File: config.mk
export PLATFORM = sky130hd
export DESIGN_NAME = k005297_access_seq
export DESIGN_NICKNAME = d
export VERILOG_FILES = /design/src/rtl/k005297_seq_pkg.sv /design/src/rtl/k005297_rot20_ring.sv /design/src/rtl/k005297_access_seq.sv
export SDC_FILE = /design/constraint.sdc
export NUM_CORES = 1
export LEC_CHECK = 0
export CORE_MARGIN = 5
export CORE_UTILIZATION = 35
export CTS_CLUSTER_DIAMETER = 60
export DETAILED_ROUTE_END_ITERATION = 12
export HOLD_SLACK_MARGIN = 0.1
export PLACE_DENSITY = 0.72
export SYNTH_ARGS = -nofsm -noshare
export SYNTH_HDL_FRONTEND = slang
export SYNTH_HIERARCHICAL = 1
export SYNTH_SLANG_ARGS = --single-unit
export TNS_END_PERCENT = 10
File: constraint.sdc
create_clock -name i_MCLK -period 2.45 [get_ports i_MCLK]
set_input_delay 0.49 -clock i_MCLK [delete_from_list [all_inputs] [get_ports i_MCLK]]
set_output_delay 0.49 -clock i_MCLK [all_outputs]
set_load 0.005 [all_outputs]
File: src/rtl/k005297_seq_pkg.sv
// Shared types and constants for the k005297 bubble page-access sequencer.
package k005297_seq_pkg;

  localparam int unsigned ROT_W = 20;
  localparam logic [ROT_W-1:0] ROT20_PARK = 20'h7FFFF;

  typedef enum logic [2:0] {
    IDLE,
    SPINUP,
    WAIT,
    XFER,
    COAST
  } seq_state_t;

endpackage

File: src/rtl/k005297_rot20_ring.sv
// 20-phase rotation ring with rotation counter; parks at bit19 whenever not running.
module k005297_rot20_ring
  import k005297_seq_pkg::*;
#(
  parameter int unsigned CYC_W = 12
) (
  input  logic             clk_i,
  input  logic             rst_i,
  input  logic             step_i,
  input  logic             run_i,
  input  logic             clear_i,
  output logic [ROT_W-1:0] rot_o,
  output logic [CYC_W-1:0] cnt_o,
  output logic             at_park_o,
  output logic             wrap_o
);

  logic [ROT_W-1:0] ring_q, ring_d;
  logic [CYC_W-1:0] cnt_q, cnt_d;

  assign at_park_o = (ring_q == ROT20_PARK);
  assign wrap_o    = step_i & run_i & at_park_o;

  always_comb begin
    ring_d = ring_q;
    cnt_d  = cnt_q;
    if (step_i) begin
      ring_d = run_i ? {ring_q[ROT_W-2:0], ring_q[ROT_W-1]} : ROT20_PARK;
      if (clear_i) begin
        cnt_d = '0;
      end else if (wrap_o) begin
        cnt_d = cnt_q + CYC_W'(1);
      end
    end
  end

  always_ff @(posedge clk_i) begin
    if (rst_i) begin
      ring_q <= ROT20_PARK;
      cnt_q  <= '0;
    end else begin
      ring_q <= ring_d;
      cnt_q  <= cnt_d;
    end
  end

  assign rot_o = ring_q;
  assign cnt_o = cnt_q;

endmodule

File: src/rtl/k005297_access_seq.sv
// Page-access sequencer: spin-up, transfer window, coast; drives the rotation ring and
// the access-window gates seen by the trigger logic.
module k005297_access_seq
  import k005297_seq_pkg::*;
#(
  parameter int unsigned CYC_W       = 12,
  parameter int unsigned SPINUP_CYC  = 2,
  parameter int unsigned COAST_CYC   = 1,
  parameter int unsigned TIMEOUT_CYC = 1024
) (
  input  logic             i_MCLK,
  input  logic             i_SYS_RST,
  input  logic             i_CLK2M_PCEN_n,
  input  logic             i_HALT,
  input  logic             i_CMD_REQ,
  input  logic             i_CMD_READ,
  output logic             o_CMD_ACK,
  input  logic             i_ACQ_START,
  input  logic             i_SWAP_START,
  input  logic             i_ACC_END,
  output logic [ROT_W-1:0] o_ROT20_n,
  output logic [CYC_W-1:0] o_CYCLECNTR,
  output logic             o_CYCLECNTR_LSB,
  output logic             o_UMODE_n,
  output logic             o_BDI_EN,
  output logic             o_FUNC_EN,
  output logic             o_XFER_EN,
  output logic             o_BUSY,
  output logic             o_DONE,
  output logic             o_ERR
);

  localparam logic [CYC_W-1:0] SPIN_V  = CYC_W'(SPINUP_CYC);
  localparam logic [CYC_W-1:0] COAST_V = CYC_W'(COAST_CYC);
  localparam logic [CYC_W-1:0] TMO_V   = CYC_W'(TIMEOUT_CYC);

  seq_state_t       state_q, state_d;
  logic             read_q, read_d, err_q, err_d, ack_q, done_q;
  logic [CYC_W-1:0] coast_q, coast_d, cnt;
  logic             step, busy, run, accept, coast_exit, at_park, wrap, win, timeout;

  assign step    = ~i_CLK2M_PCEN_n & ~i_HALT;
  assign busy    = (state_q != IDLE);
  assign timeout = (cnt >= TMO_V);
  assign accept  = step && (state_q == IDLE) && i_CMD_REQ;
  // The final coast wrap is replaced by parking, so the ring never leaves bit19 on exit.
  assign coast_exit = step && (state_q == COAST) && at_park && (coast_q == COAST_V);
  assign run        = busy & ~coast_exit;

  k005297_rot20_ring #(
    .CYC_W(CYC_W)
  ) u_ring (
    .clk_i    (i_MCLK),
    .rst_i    (i_SYS_RST),
    .step_i   (step),
    .run_i    (run),
    .clear_i  (accept),
    .rot_o    (o_ROT20_n),
    .cnt_o    (cnt),
    .at_park_o(at_park),
    .wrap_o   (wrap)
  );

  always_comb begin
    state_d = state_q;
    read_d  = read_q;
    err_d   = err_q;
    coast_d = '0;
    if (state_q == COAST) begin
      coast_d = wrap ? coast_q + CYC_W'(1) : coast_q;
    end
    if (accept) begin
      state_d = SPINUP;
      read_d  = i_CMD_READ;
      err_d   = 1'b0;
    end else if (coast_exit) begin
      state_d = IDLE;
    end else if (step) begin
      case (state_q)
        SPINUP, WAIT, XFER: begin
          if (timeout) begin
            state_d = COAST;
            err_d   = 1'b1;
          end else if (state_q == SPINUP) begin
            if ((cnt == SPIN_V) && at_park) state_d = WAIT;
          end else if (state_q == WAIT) begin
            if (read_q ? i_ACQ_START : i_SWAP_START) begin
              state_d = XFER;
            end else if (i_ACC_END) begin
              state_d = COAST;
              err_d   = 1'b1;
            end
          end else if (i_ACC_END) begin
            state_d = COAST;
          end
        end
        default: ;
      endcase
    end
  end

  always_ff @(posedge i_MCLK) begin
    if (i_SYS_RST) begin
      state_q <= IDLE;
      read_q  <= 1'b0;
      err_q   <= 1'b0;
      coast_q <= '0;
      ack_q   <= 1'b0;
      done_q  <= 1'b0;
    end else begin
      state_q <= state_d;
      read_q  <= read_d;
      err_q   <= err_d;
      coast_q <= coast_d;
      ack_q   <= accept;
      done_q  <= coast_exit;
    end
  end

  assign win             = (state_q == WAIT) || (state_q == XFER);
  assign o_CYCLECNTR     = cnt;
  assign o_CYCLECNTR_LSB = cnt[0];
  assign o_UMODE_n       = ~win;
  assign o_BDI_EN        = win & read_q;
  assign o_FUNC_EN       = busy;
  assign o_XFER_EN       = (state_q == XFER);
  assign o_BUSY          = busy;
  assign o_CMD_ACK       = ack_q;
  assign o_DONE          = done_q;
  assign o_ERR           = err_q;

endmodule

==> metrics.md <==
| Metric | Value |
|---|---|
| # diodes | 0 |
| Total global routing overflow | 0 |
| Layout Cells excl Fill | 468 |
| Effective utilization at floorplan | 36.4% |
| Status | finished clean |
| CTS tree | done |
| Final ANT Viol Nets | 0 |
| R2r setup slk | between 0.1 and 0.15 ns |
| Highest Clock Rate | roughly 0.43 GHz |
| Synth warn | 6 |
| Floorplan row count | 30 |
| RSZ-0062 raised after global routing | yes |
| Worst EP arrival | 2.55 ns |
| Most frequent cells in the layout | clkdlybuf4s50_1, dfxtp_1, buf_4, o21ai_0, nor2_1 |
| Port Buffers | between 40 and 50 |
| Reg2Reg Launch Point | u_ring/rot_o[6]$_SDFFE_PP1P_ |
| Clock Latency Late Sink | approximately 0.31 ns |
| Vias | 2362 |
| Max_slew headroom | a little under two thirds |
| I/O pin total | 50 |
| Total track usage | between 10 and 15% |
| Synth Cell Area | ~0.0025 mm^2 |
| Avg Vias per Cell | slightly above 5 |
| Final Hold Viols | 0 |
| Hold Crit Class | reg2reg |
| Nets@finish | approximately 380 |
| Hold_buf cts | 0 |
| CTS buffer count | 5 |
| Design Area, Final | around 0.0035 mm^2 |
| Maxcap violations | 0 |
| Synth cell types | 53 |
| Placement-stage cell area | 0.00327 mm^2 |
| Worst-Margin Slew | 0.539 ns |
| Drt drc | 0 |
| Pwr/cell area | between 400 and 500 mW/mm^2 |
| Clock Sinks | ~50 |
| P_leak | roughly 1.2 nW |
| Crit start category | input port |
| Drt first-iter violations | approximately 150 |
| Sequential share of the synthesized area | approximately 40% |
| Worst setup path endpoint | coast_q[8]$_SDFFE_PP0P_ |
| Fin crit period | between 2 and 2.5 ns |
| Die X | about 95 um |
| Crit Path Max Fanout | 3 |
| Pin count of the biggest net entering global routing | 26 |
| Total Neg Setup Slack | 0 ns |
| WP data required | about 2.7 ns |
| Layout cells sized above 1 | between 10% and 20% |
| Crit path launch | i_HALT |
| Setup CP Type | in2reg |
| Die area | between 0.008 and 0.009 mm^2 |
| Most used DFF post-synth | dfxtp_1 |
| Vias in the first global route | ~2300 |
| Worst setup EP type | register |
| Clock-pin transition on the worst setup and hold timing paths | around 0.090 ns |
| H-Tree Depth | 2 |
| Period utilization | about 94% |
| Final wirelength | 6210 um |
| Placed Cells | roughly 460 |
| FFs w/ async S/R, synth | 0% |
| WL/cell | between 10 and 15 um |
| First-pass DRT Iterations | 4 |
| Post-synthesis area per instance | approximately 8.5 um^2 |
| Die Y | roughly 95 um |
| Synthesized Nets | 308 |
| FF-to-FF path depth | 15 |
| Area growth from synthesis to layout | 38.8% |
| Hold depth | 1 |
| Endpoints failing setup | 0 |
| Worst hold slack | around 0.48 ns |
| Mapped Cells | a little under 300 |
| Max clock buf depth | 2 |
| Synthesized flop and latch total | between 50 and 60 |
| Clock Tree Root | clkbuf_8 |
| Number of synthesized flops with an enable pin | 0 |
| Most common cell after layout, fill and taps aside | clkdlybuf4s50_1 |
| Global-route wire length before repair | between 10000 and 15000 um |
| Slew Limit Fails | 0 |
| Routability-driven placement congestion ratio | 0.848 |
| Post-Route Skew | just under 0.009 ns |
| HPWL after DPL | about 4600 um |
| R2r endpoint | coast_q[6]$_SDFFE_PP0P_ |
| Initial antenna violation count | 0 |
| CORE AREA | ~0.0069 mm^2 |
| Worst IR Drop VDD | 0.000194 V |
## sequential cells by signal, indices dropped and copies added (netlist names)
signal        count
o_DONE            1
state_q           3
u_ring/cnt_o     12
o_CMD_ACK         1
coast_q          12
o_ERR             1
read_q            1
u_ring/rot_o     20
## where the power goes
part	internal (mW)	switching [mW]
registers	0.832	0.00543
clock network	0.414	0.293
logic	0.0666	0.0675
total	1.31	0.366
## what timing repair did
item                       in CTS  in global routing
gates resized for setup         0                 21
setup endpoints to repair       0                 10
setup buffers                   0                  4
## logic make-up after synthesis
kind of cell               share of synthesized area [%]
AOI/OAI and AO/OA                                   13.7
adders and majority gates                           1.49
xor gates and xnor gates                            3.14
DFF                                                 40.6
and+or+nand+nor                                     35.8
buffers and inverters                               4.38
muxes                                              0.796
## synthesized netlist by cell type, drive strengths merged, types with 4 or more instances
master	number	share of area, %
nand3	12	2.4
and3	5	1.3
nand2b	20	5.3
or3	5	1.4
nand3b	19	5.7
inv	7	1.0
o211ai	4	1.2
buf	7	1.7
nor4	5	2.1
clkbuf	8	1.6
dfxtp	51	41
nand4	11	3.0
a21oi	11	2.2
o21ai	33	6.6
xor2	7	2.4
nor3	7	2.2
nand2	19	2.8
nor2	26	3.9
## cell type report
type / count / area [um^2]
sequential: 51 / 1030
tap: 96 / 120
clock buffer: 5 / 68.8
multi-input combinational: 223 / 1420
timing repair buffer: 83 / 746
fill: 667 / 3420
clock inverter: 3 / 71.3
inverter: 7 / 26.3
## metal layers
metal / vias up / global-route usage [%] / part of all wire [%]
met5: - / 0 / 0
met4: 0 / 4.93 / 0.50
met3: 2 / 2.87 / 3.6
met2: 54 / 25.2 / 51
met1: 1103 / 17.6 / 45
li1: 1203 / - / -
## metrics by stage
| step | utilization [%] | total power [mW] | worst slack (ns) |
|---|---|---|---|
| final | 50.5 | 1.68 | 0.138 |
| after floorplan | - | 0.927 | -0.0245 |
| after global placement | 47.3 | 0.986 | -0.119 |
| after detailed placement | 47.3 | 0.987 | -0.208 |
| after global routing | 50.5 | 1.75 | -0.163 |
| after CTS | 49.3 | 1.69 | 0.0463 |
## worst min-delay path by stage
| stage | start | endpoint | slack [ns] |
|---|---|---|---|
| 6_report | o_ERR$_SDFFE_PP0P_ | o_ERR$_SDFFE_PP0P_ | 0.48 |
| 3_3_place_gp | o_ERR$_SDFFE_PP0P_ | o_ERR$_SDFFE_PP0P_ | 0.46 |
| 3_5_place_dp | o_ERR$_SDFFE_PP0P_ | o_ERR$_SDFFE_PP0P_ | 0.47 |
| 4_1_cts | o_ERR$_SDFFE_PP0P_ | o_ERR$_SDFFE_PP0P_ | 0.49 |
| 2_1_floorplan | coast_q[8]$_SDFFE_PP0P_ | coast_q[8]$_SDFFE_PP0P_ | 0.46 |
| 5_1_grt | o_ERR$_SDFFE_PP0P_ | o_ERR$_SDFFE_PP0P_ | 0.53 |
## critical path, stage by stage
cell	delay [ns]
clkdlybuf4s50_1	0.47
nor2_2	0.05
nand2_1	0.09
nor4_4	0.06
nor2_2	0.13
nand2_2	0.07
nor4_2	0.17
nand2_1	0.12
inv_2	0.09
and3_4	0.17
nand4_1	0.14
or3_1	0.34
a21oi_1	0.15
No activity file was read; power rests on OpenSTA's default activity.
